[src/rtl/reel_spinner.sv]
// Three-reel slot spinner: animation tick divider, free-running LFSR for stop targets,
// and an IDLE/SPIN/DONE controller that scrolls each reel until it lands on its target.
module reel_spinner #(
    parameter int TICK_DIV   = 1666667,
    parameter int N_SYM      = 6,
    parameter int SPEED      = 16,
    parameter int SYM_PITCH  = 128,
    parameter int Y_REST     = 176,
    parameter int SPIN_TICKS = 60,
    parameter int STAGGER    = 30
) (
    input  logic        clk_100,
    input  logic        rst,
    input  logic        start,
    output logic [8:0]  symbols,
    output logic [47:0] symbols_y_coords,
    output logic        symbols_valid,
    output logic        busy,
    output logic        result_valid,
    output logic        win
);

    localparam int TW = (TICK_DIV > 1) ? $clog2(TICK_DIV) : 1;
    localparam logic signed [15:0] Y_LO    = 16'(Y_REST);
    localparam logic signed [15:0] Y_TOP   = 16'(Y_REST + SYM_PITCH);
    localparam logic signed [15:0] Y_STEP  = 16'(SPEED);
    localparam logic signed [15:0] Y_PITCH = 16'(SYM_PITCH);

    typedef enum logic [1:0] {IDLE, SPIN, DONE} state_t;

    function automatic logic [15:0] lfsr_step(input logic [15:0] s);
        return {s[14:0], s[15] ^ s[13] ^ s[12] ^ s[10]};
    endfunction

    function automatic logic [2:0] sym_of(input logic [4:0] r);
        return 3'(int'(r) % N_SYM);
    endfunction

    state_t             state;
    logic [TW-1:0]      tick_cnt;
    logic               tick;
    logic [15:0]        lfsr;
    logic [15:0]        ticks_since;
    logic [2:0]         spinning;
    logic [2:0]         sym  [3];
    logic signed [15:0] ypos [3];
    logic [2:0]         tgt  [3];

    logic [2:0]         sym_n [3];
    logic signed [15:0] y_n   [3];
    logic [2:0]         spin_n;

    assign tick = (tick_cnt == TW'(TICK_DIV - 1));

    always_ff @(posedge clk_100) begin
        if (rst || tick) tick_cnt <= '0;
        else             tick_cnt <= tick_cnt + 1'b1;
    end

    // One tick of motion per reel; a stopping reel snaps to rest on the wrap that lands on its target.
    always_comb begin
        for (int i = 0; i < 3; i++) begin
            sym_n[i]  = sym[i];
            y_n[i]    = ypos[i];
            spin_n[i] = spinning[i];
            if (spinning[i]) begin
                y_n[i] = ypos[i] + Y_STEP;
                if (y_n[i] >= Y_TOP) begin
                    y_n[i]   = y_n[i] - Y_PITCH;
                    sym_n[i] = (sym[i] == 3'(N_SYM - 1)) ? 3'd0 : sym[i] + 3'd1;
                    if (int'(ticks_since) >= SPIN_TICKS + i * STAGGER && sym_n[i] == tgt[i]) begin
                        y_n[i]    = Y_LO;
                        spin_n[i] = 1'b0;
                    end
                end
            end
        end
    end

    always_ff @(posedge clk_100) begin
        if (rst) begin
            state         <= IDLE;
            lfsr          <= 16'hACE1;
            ticks_since   <= '0;
            spinning      <= '0;
            symbols_valid <= 1'b0;
            busy          <= 1'b0;
            result_valid  <= 1'b0;
            win           <= 1'b0;
            for (int i = 0; i < 3; i++) begin
                sym[i]  <= '0;
                ypos[i] <= Y_LO;
                tgt[i]  <= '0;
            end
        end else begin
            lfsr          <= lfsr_step(lfsr);
            symbols_valid <= 1'b0;
            result_valid  <= 1'b0;
            case (state)
                IDLE: begin
                    if (start) begin
                        for (int i = 0; i < 3; i++) tgt[i] <= sym_of(lfsr[5*i +: 5]);
                        spinning    <= 3'b111;
                        ticks_since <= '0;
                        busy        <= 1'b1;
                        win         <= 1'b0;
                        state       <= SPIN;
                    end
                end
                SPIN: begin
                    if (tick) begin
                        symbols_valid <= 1'b1;
                        ticks_since   <= ticks_since + 16'd1;
                        spinning      <= spin_n;
                        for (int i = 0; i < 3; i++) begin
                            sym[i]  <= sym_n[i];
                            ypos[i] <= y_n[i];
                        end
                        if (spin_n == 3'b000) begin
                            result_valid <= 1'b1;
                            win          <= (sym_n[0] == sym_n[1]) && (sym_n[1] == sym_n[2]);
                            state        <= DONE;
                        end
                    end
                end
                DONE: begin
                    busy  <= 1'b0;
                    state <= IDLE;
                end
                default: state <= IDLE;
            endcase
        end
    end

    assign symbols          = {sym[2], sym[1], sym[0]};
    assign symbols_y_coords = {ypos[2], ypos[1], ypos[0]};

endmodule

[config.mk]
export PLATFORM = sky130hd
export DESIGN_NAME = reel_spinner
export DESIGN_NICKNAME = d
export VERILOG_FILES = /design/src/rtl/reel_spinner.sv
export SDC_FILE = /design/constraint.sdc
export NUM_CORES = 1
export LEC_CHECK = 0
export CAP_MARGIN = 30
export CORE_ASPECT_RATIO = 0.6
export CORE_UTILIZATION = 52
export DETAILED_ROUTE_END_ITERATION = 10
export GPL_TIMING_DRIVEN = 0
export PLACE_DENSITY_LB_ADDON = 0.1
export SYNTH_ARGS = -nofsm -noshare
export SYNTH_HDL_FRONTEND = slang
export SYNTH_SLANG_ARGS = --single-unit
[constraint.sdc]
create_clock -name clk_100 -period 3.8 [get_ports clk_100]
set_input_delay 0.76 -clock clk_100 [delete_from_list [all_inputs] [get_ports clk_100]]
set_output_delay 0.76 -clock clk_100 [all_outputs]
set_load 0.05 [all_outputs]
Word level (Yosys, flattened, before mapping)
Memories as Yosys holds them, arrays and structs flattened. Index checks and enable logic that the tools add are counted.

Memories: 3. Memory bits (writable): 66. Bits in registers: 62. Logic and storage cells: 137.

Memories: ypos (depth 3, width 16, rd ports 3, clocked after Yosys merged registers in 0, wr ports 3, line 46) `logic signed [15:0] ypos [3];`; sym (depth 3, width 3, rd ports 3, clocked after Yosys merged registers in 0, wr ports 3, line 45) `logic [2:0] sym [3];`; tgt (depth 3, width 3, rd ports 3, clocked after Yosys merged registers in 0, wr ports 3, line 47) `logic [2:0] tgt [3];`.

Divide/modulo/power cells: 3. Bitwise gates (word level): 14. Reduce and logical (&&, ||, !) cells: 14. Eq/ne operators: 14. Muxes and demuxes: 63. Add/subtract/negate cells: 11. $lt $le $gt $ge: 6.

Operator list (number): two-way mux 16 bit (14); modulo 6 x 4 -> 32 bit, second input constant (3); two-way mux 3 bit (17); adder 16 x 6 -> 16 bit, second input constant (3); >= comparator 16 x 10 -> 1 bit, second input constant (3); subtractor 16 x 9 -> 16 bit, second input constant (3); >= comparator 16 x 7 -> 1 bit, second input constant (2); one-hot mux 16 bit (2 select lines) (1); two-way mux 1 bit (24); adder 21 x 1 -> 21 bit, second input constant (1); == test 21 bit, second input constant (1); adder 16 x 1 -> 16 bit, second input constant (1); >= comparator 16 x 6 -> 1 bit, second input constant (1); == test 3 bit (5); adder 3 x 1 -> 3 bit, second input constant (3); == test 3 bit, second input constant (3); bitwise OR 1 bit (9); two-way mux 2 bit (3); != test 2 bit, second input constant (3); one-hot mux 3 bit (2 select lines) (1); AND reduction 3 bit (2); logical AND 1 bit (4); one-hot mux 1 bit (2 select lines) (2); one-hot mux 2 bit (2 select lines) (1); other kinds (11) (15).

Depth between registers and ports, before layout
Gate-level depths: netlist of run 1.

Word-level depth: 11. Depth in mapped cells: 12. Depth with buffers taken out: 11.

Least setup slack after synthesis of run 1
No wires, ideal clock.

Path type: register -> register. Start: mem ypos[1][4], in the netlist ypos[0][20]. End: mem ypos[1][12], in the netlist ypos[0][28] (data pin). Data arrival time: 2914 ps. Stages on the path, launching flop included: 9. Buffers on the path: 0. Library setup time: 255 ps. Setup slack: 631 ps. Data required time: 3545 ps. Clock period less this slack: 3169 ps. Cells stage by stage: edfxtp_1 ha_1 or4b_4 a211o_1 a221o_4 nand4_1 nor2_1 or2_2 and3_1.

RTL lines (line): start, declared (46).

==> results of run 1 <==
## stage by stage
step	power [mW]	util, %	worst slack [ns]
3_3_place_gp	1.734	60.64	0.4066
4_1_cts	3.456	65.85	0.1008
5_1_grt	3.551	65.85	0.1187
2_1_floorplan	1.662	-	0.6313
3_5_place_dp	1.747	60.70	0.1491
6_report	3.444	65.85	0.3086
## routing by layer
metal / global-route usage, % / vias to the layer above
met5: 0 / -
met1: 35.32 / 2755
li1: - / 2794
met4: 8.503 / 0
met2: 37.93 / 195
met3: 4.772 / 23
## cell type report
| cell class | count | area share, % |
|---|---|---|
| Multi-Input combinational cell | 575 | 44.54 |
| Clock inverter | 12 | 2.188 |
| Tap cell | 165 | 2.542 |
| Clock buffer | 20 | 5.623 |
| Inverter | 25 | 1.155 |
| Buffer | 36 | 2.326 |
| Timing Repair Buffer | 52 | 6.378 |
| Sequential cell | 116 | 35.25 |
## power by group through the flow
stage	logic [mW]	registers (mW)	clock network (mW)
after floorplan	0.204	1.46	0
after global placement	0.317	1.42	0
after detailed placement	0.327	1.42	0
after CTS	0.330	1.40	1.73
after global routing	0.362	1.40	1.79
final	0.332	1.40	1.72
## path summary, 6_finish.rpt
check	slack (ns)	start	endpoint	cells after the start
max	0.31	ypos[0][5]$_SDFFCE_PN1P_	win$_SDFFE_PP0P_	9
min	0.46	lfsr[0]$_SDFF_PP1_	lfsr[1]$_SDFF_PP0_	1
max reg2reg	0.31	ypos[0][5]$_SDFFCE_PN1P_	win$_SDFFE_PP0P_	9
min reg2reg	0.46	lfsr[0]$_SDFF_PP1_	lfsr[1]$_SDFF_PP0_	1
## state kept, by name, summed over array words and instances, names as in the netlist
signal and flops:
ypos 36, tick_cnt 21, lfsr 16, ticks_since 16, sym 9, tgt 9
spinning 3, state 2, busy 1, result_valid 1, symbols_valid 1, win 1
## cells by family (layout without fill, tap and decap cells)
| kind of cell | after synthesis | in the layout | synth area share, % |
|---|---|---|---|
| and+or+nand+nor | 329 | 329 | 25.13 |
| AOI/OAI and AO/OA | 130 | 130 | 13.07 |
| DFF | 116 | 116 | 42.59 |
| xor gates and xnor gates | 78 | 78 | 10.44 |
| buffers and inverters | 61 | 145 | 4.207 |
| adders and majority gates | 16 | 16 | 2.978 |
| muxes | 10 | 10 | 1.526 |
| other | 1 | 12 | 0.05579 |
## cell usage in the layout (no fill, tap or decap), types with 13 or more instances in the layout
master           netlist  routed
nor2_1                86      86
nand2_1               67      67
a21oi_1               37      37
nor2b_1               17      17
o21ai_0               29      29
nand4_1               17      17
ha_1                  16      16
clkdlybuf4s50_1        0      51
dfxtp_1               62      62
clkbuf_16              0      17
nand3_1               39      39
xor2_1                48      48
edfxtp_1              54      54
and3_1                14      14
inv_1                 25      25
and2_1                14      14
clkbuf_1              17      18
xnor2_1               29      29
buf_4                 12      13
## timing repair
action,4_1_cts,5_1_grt
endpoints found under the setup margin,0,1
setup buffers,0,0
resized for setup,0,1
==> Implementation_results.wiki, run 1 <==
{| class="wikitable"
! Metric !! Value
|-
| Insertion delay of the later-clocked pin in the worst-skew pair || 0.42 ns
|-
| Aggregate global routing overflow || 0
|-
| Most common library cells after synthesis || nor2_1 (86), nand2_1 (67), dfxtp_1 (62)
|-
| Power density normalized to cell area || 424.1 mW/mm^2
|-
| Post-route ant nets || 0
|-
| Placed insts || 969
|-
| Combined buffer and inverter count along the critical path || 1
|-
| Number of buffers inserted for hold repair after clock tree synthesis || 0
|-
| Drt first pass iters || 6
|-
| Maxcap violations || 0
|-
| WP data arrival || 3.85 ns
|-
| DIE HEIGHT || 90.07 um
|-
| Library cell with the highest instance count after synthesis || nor2_1
|-
| Length of routed wiring on met1 || 7738 um
|-
| CP Capture Type || register
|-
| Psw || 845.2 uW
|-
| Antenna Diode Count || 0
|-
| Netlist area before placement || 0.006721 sq mm
|-
| Crit path time final || 3.491 ns
|-
| Setup repair after global routing missed its margin || no
|-
| Pin count of the biggest net entering global routing || 19
|-
| Cell type with the largest total area after synthesis || edfxtp_1
|-
| Flip-flop and latch count after synthesis || 116
|-
| Sequential cell area || 0.002863 sq mm
|-
| Data required time of the worst path || 4.16 ns
|-
| Transition time at the pin with the least slew margin || 0.9091 ns
|-
| CTS Root Buffer Type || clkbuf_16
|-
| Sum of met3 wire segment lengths after detailed routing || 922 um
|-
| Number of H-tree levels || 4
|-
| Fraction of post-synthesis cell area in the top cell type by area || 24.13%
|-
| Final Hold Fails || 0
|-
| Seq pwr share || 40.6%
|-
| Number of setup violations in the final report || 0
|-
| Top cells by area, synth || edfxtp_1 (24%), dfxtp_1 (18%), xor2_1 (6.3%), nor2_1 (4.8%), xnor2_1 (3.8%)
|-
| Skew final || 0.007092 ns
|-
| Total area of multi-input combinational cells || 0.003617 sq mm
|-
| Number of DRC violations after detailed-routing iteration 0 || 414
|-
| Top routing layer in use || met4
|-
| Crit path max-delay family || compound AO/OA/AOI/OAI gates
|-
| Total die area || 0.01340 sq mm
|-
| Initial core utilization || 54.49%
|-
| Total Wirelength || 16010 um
|-
| Final weighted congestion in routability-driven placement || 0.9014
|-
| Clock transition at the registers of the reported paths || 0.06 ns
|-
| Worst vdd ir || 0.3989 mV
|-
| CP startpoint kind || register
|-
| HPWL after detailed placement || 11370 um
|-
| Number of filler cells placed in the layout || 961
|-
| Post-Synthesis Cells || 741
|-
| Area growth from synthesis to final layout || 20.83%
|-
| Residual DRC count || 0
|-
| Distinct cell type count of the synthesized netlist || 71
|-
| Clock tree from TritonCTS || done
|-
| Async S/R FF share, synth || 0%
|-
| Switching part of the total || 24.54%
|-
| Pint || 2.599 mW
|-
| Setup TNS Final || 0 ns
|-
| Fraction of layout cells with a size suffix above 1 || 9.450%
|-
| Placement-stage cell area || 0.007487 sq mm
|-
| Most common flop cell mapped by yosys || dfxtp_1
|-
| Std cell rows || 31
|-
| Average detailed-routed wire length per instance || 15.99 um
|-
| Part of the Yosys area used for sequential elements || 42.59%
|-
| Class of the worst hold path || register to register
|-
| Count of input and output buffers || 51
|-
| Final Cell Area || 0.008122 sq mm
|-
| Combinational share of power || 9.7%
|-
| Clock buffer count from CTS || 17
|-
| Number of global-route vias before repair || 5347
|-
| Final max-slew violation count || 0
|-
| Met2 WL || 7116 um
|-
| Final critical-path share of the clock period || 91.88%
|-
| Buffer levels on the longest clock path || 2
|-
| Library cell contributing the largest single delay on the critical path || a2111oi_0
|-
| Worst hold slack || 0.4645 ns
|-
| Total track usage || 24.91%
|-
| Avg Vias per Cell || 5.761
|-
| Net count of the finished layout || 842
|-
| P_leak || 3.021 nW
|-
| Average footprint of a synthesized cell || 9.071 sq um
|-
| Antenna violations before repair || 0
|-
| Normalized max-slew margin || 39.40%
|-
| Biggest cell delay along the critical path || 0.75 ns
|-
| Clock network power share || 49.8%
|-
| Kind of critical path || register to register
|-
| Largest driver fanout on the critical path || 10
|-
| Global-route wire length before repair || 26300 um
|-
| Core outline area || 0.01233 sq mm
|-
| Ports placed on the boundary || 64
|-
| Width of the die || 148.8 um
|-
| Clock sink total || 116
|-
| Total number of vias || 5767
|-
| EDFF count, synth || 54
|-
| Yosys Warn Count || 0
|-
| Status || finished clean
|-
| Ordered cell list for the critical path || ha_1 > buf_2 > a41oi_1 > o311ai_1 > o31a_2 > nand3_1 > a2111oi_0 > nor2b_1 > a31o_1
|-
| Final Non-Filler Cells || 1001
|-
| Highest attainable clock frequency || 0.2864 GHz
|}
Note: power is estimated with default switching activity, not from simulation.
==> run 2, diff against run 1 <==
==> constraint.sdc (replaced) <==
create_clock -name clk_100 -period 3.6 [get_ports clk_100]
set_input_delay 0.72 -clock clk_100 [delete_from_list [all_inputs] [get_ports clk_100]]
set_output_delay 0.72 -clock clk_100 [all_outputs]
set_load 0.05 [all_outputs]
==> run 2 against run 1 <==
Clock skew about the same. Register-to-register slack worse by 0.12 ns. Clock-buffer cell count unchanged. Final cell count unchanged. Die area unchanged. Wire length down 0.18%. Sequential share of layout area about the same. Critical path depth unchanged. Final area about the same. Worst hold slack about the same. Utilization about the same. Global-route usage unchanged. Critical path type unchanged. Highest routed layer unchanged.
==> Implementation_results.wiki, run 2 (synthesis gave the netlist of run 1 again) <==
{| class="wikitable"
! Metric !! Value
|-
| Number of setup violations in the final report || 0
|-
| Start point of the critical path || ypos[0][5]$_SDFFCE_PN1P_
|-
| Critical register-to-register path startpoint || ypos[0][5]$_SDFFCE_PN1P_
|-
| Drt first pass iters || 5
|-
| Crit path time final || 3.415 ns
|-
| Number of H-tree levels || 4
|-
| Total number of vias || 5764
|-
| Post-route ant nets || 0
|-
| Width of the die || 148.8 um
|-
| Placed insts || 969
|-
| Status || finished clean
|-
| Insertion delay of the later-clocked pin in the worst-skew pair || 0.42 ns
|-
| Final Non-Filler Cells || 1001
|-
| Clock buffer count from CTS || 17
|-
| End-of-flow core utilization || 65.86%
|-
| Maxcap violations || 0
|-
| Pin count of the biggest net entering global routing || 19
|-
| Kind of critical path || register to register
|-
| Clock tree from TritonCTS || done
|-
| FF-to-FF path depth || 9
|-
| Count of buffers added by post-CTS timing repair for setup || 0
|-
| Max FFs per register || 36
|-
| Worst vdd ir || 0.4204 mV
|-
| Count of input and output buffers || 51
|-
| CP Capture Type || register
|-
| Area growth from synthesis to final layout || 20.85%
|-
| Sequential cell area || 0.002863 sq mm
|-
| Skew final || 0.006823 ns
|-
| Setup repair after global routing missed its margin || no
|-
| Class of the worst hold path || register to register
|-
| Worst hold slack || 0.4642 ns
|-
| HPWL after detailed placement || 11370 um
|-
| Final critical-path share of the clock period || 94.87%
|-
| Total area of multi-input combinational cells || 0.003618 sq mm
|-
| Number of filler cells placed in the layout || 963
|-
| Number of global-route vias before repair || 5347
|-
| Total die area || 0.01340 sq mm
|-
| P_leak || 3.021 nW
|-
| Antenna Diode Count || 0
|-
| Combined buffer and inverter count along the critical path || 1
|-
| Clock sink total || 116
|-
| WP data arrival || 3.78 ns
|-
| Initial core utilization || 54.49%
|-
| Final max-slew violation count || 0
|-
| Total track usage || 24.91%
|-
| Data required time of the worst path || 3.96 ns
|-
| Avg Vias per Cell || 5.758
|-
| Final Hold Fails || 0
|-
| Ports placed on the boundary || 64
|-
| Setup TNS Final || 0 ns
|-
| Leading cell type in the layout, fill and taps excluded || nor2_1
|-
| Clock transition at the registers of the reported paths || 0.06 ns
|-
| Core outline area || 0.01233 sq mm
|-
| Ordered cell list for the critical path || ha_1 > buf_2 > a41oi_1 > o311ai_1 > o31a_2 > nand3_1 > a2111oi_1 > nor2b_1 > a31o_1
|-
| Aggregate global routing overflow || 0
|-
| End of the worst hold path || lfsr[1]$_SDFF_PP0_
|-
| Destination of the worst register-to-register timing path || win$_SDFFE_PP0P_
|-
| Average detailed-routed wire length per instance || 15.96 um
|-
| Final weighted congestion in routability-driven placement || 0.9014
|-
| Net count of the finished layout || 842
|-
| Normalized max-slew margin || 40.20%
|-
| Number of cells on the worst hold path || 1
|-
| Total Wirelength || 15980 um
|-
| CTS Root Buffer Type || clkbuf_16
|-
| Total Power || 3.635 mW
|-
| Fraction of layout cells with a size suffix above 1 || 9.450%
|-
| CP startpoint kind || register
|-
| Std cell rows || 31
|-
| Hold wc startpoint || lfsr[0]$_SDFF_PP1_
|-
| Biggest register || ypos
|-
| Crit path max-delay family || compound AO/OA/AOI/OAI gates
|-
| DIE HEIGHT || 90.07 um
|-
| Residual DRC count || 0
|-
| Largest driver fanout on the critical path || 10
|-
| Largest registers ranked by flip-flop count || ypos x36, tick_cnt x21
|-
| Biggest cell delay along the critical path || 0.68 ns
|-
| Worst-case register-to-register setup slack || 0.18 ns
|-
| Highest attainable clock frequency || 0.2928 GHz
|-
| Library cell contributing the largest single delay on the critical path || a2111oi_1
|-
| Buffer levels on the longest clock path || 2
|-
| Antenna violations before repair || 0
|-
| Power density normalized to cell area || 447.5 mW/mm^2
|-
| Global-route wire length before repair || 26300 um
|-
| Number of DRC violations after detailed-routing iteration 0 || 369
|-
| Commonest cells after routing, fill and taps aside || nor2_1 (86), nand2_1 (67), dfxtp_1 (62), edfxtp_1 (54), clkdlybuf4s50_1 (51)
|-
| Transition time at the pin with the least slew margin || 0.8969 ns
|}
run 2: changes by cell type in the layout (fill, tap and decap cells not counted):
cell	delta
a2111oi_1	+1
a2111oi_0	-1
run 2: layout make-up:
type / instances / area share (%)
clock inverters: 12 / 2.187
well taps: 165 / 2.542
clock buffers: 20 / 5.622
repair buffers: 52 / 6.377
plain buffers: 36 / 2.326
inverters: 25 / 1.155
multi-input cells: 575 / 44.55
flip-flops and latches: 116 / 35.24
run 2: layer usage:
metal  vias to the layer above  GRT usage (%)  wire, um
li1                       2796              -         -
met1                      2743          35.32      7493
met2                       197          37.93      7099
met3                        28          4.772      1123
met4                         0          8.503       261
met5                         -              0         0
run 2: through the flow:
stage | area, sq um | setup WS [ns]
after global placement | 7480 | 0.2066
after global routing | 8123 | 0.07794
after detailed placement | 7487 | -0.05093
after floorplan | 6763 | 0.4313
final | 8123 | 0.1847
after CTS | 8122 | 0.1115
run 2: what timing repair did:
action                     in CTS  in global routing
hold buffers                    0                  0
gates cloned                    0                  0
gates resized for setup         1                  1
setup endpoints to repair       1                  1
run 2: worst register-to-register path, delay by kind of cell, from the launching register on:
kind                     cells  cell delay [ns]
adder cells (fa/ha/maj)      1             0.26
AO/OA/AOI/OAI                5             1.88
buffers and inverters        1             0.23
flip-flops                   1             0.55
AND/OR/NAND/NOR              2             0.45
run 2: how the worst max path moves through the flow:
stage                                           end  slack (ns)  cells after the start
after floorplan           ypos[0][28]$_SDFFCE_PN0P_        0.43                      8
after global placement             win$_SDFFE_PP0P_        0.21                      9
after detailed placement           win$_SDFFE_PP0P_       -0.05                      9
after CTS                          win$_SDFFE_PP0P_        0.11                      9
after global routing      ypos[0][14]$_SDFFCE_PN0P_        0.08                     11
final                              win$_SDFFE_PP0P_        0.18                      9
run 2: power by group:
| group | switching (mW) | total, mW | internal [mW] |
|---|---|---|---|
| combinational | 0.225 | 0.351 | 0.127 |
| sequential | 0.0505 | 1.47 | 1.42 |
| clock | 0.616 | 1.81 | 1.19 |
| total | 0.891 | 3.63 | 2.74 |
==> run 3, diff against run 2 <==
==> constraint.sdc (replaced) <==
create_clock -name clk_100 -period 3.6 [get_ports clk_100]
set_input_delay 0.72 -clock clk_100 [delete_from_list [all_inputs] [get_ports clk_100]]
set_output_delay 0.72 -clock clk_100 [all_outputs]
set_load 0.005 [all_outputs]
==> results of run 3 <==
The final DEF is identical to that of run 2. Status: finished clean.
Among the figures that moved: total power 3.635 mW -> 3.558 mW; worst IR drop on VDD 0.4204 mV -> 0.4203 mV
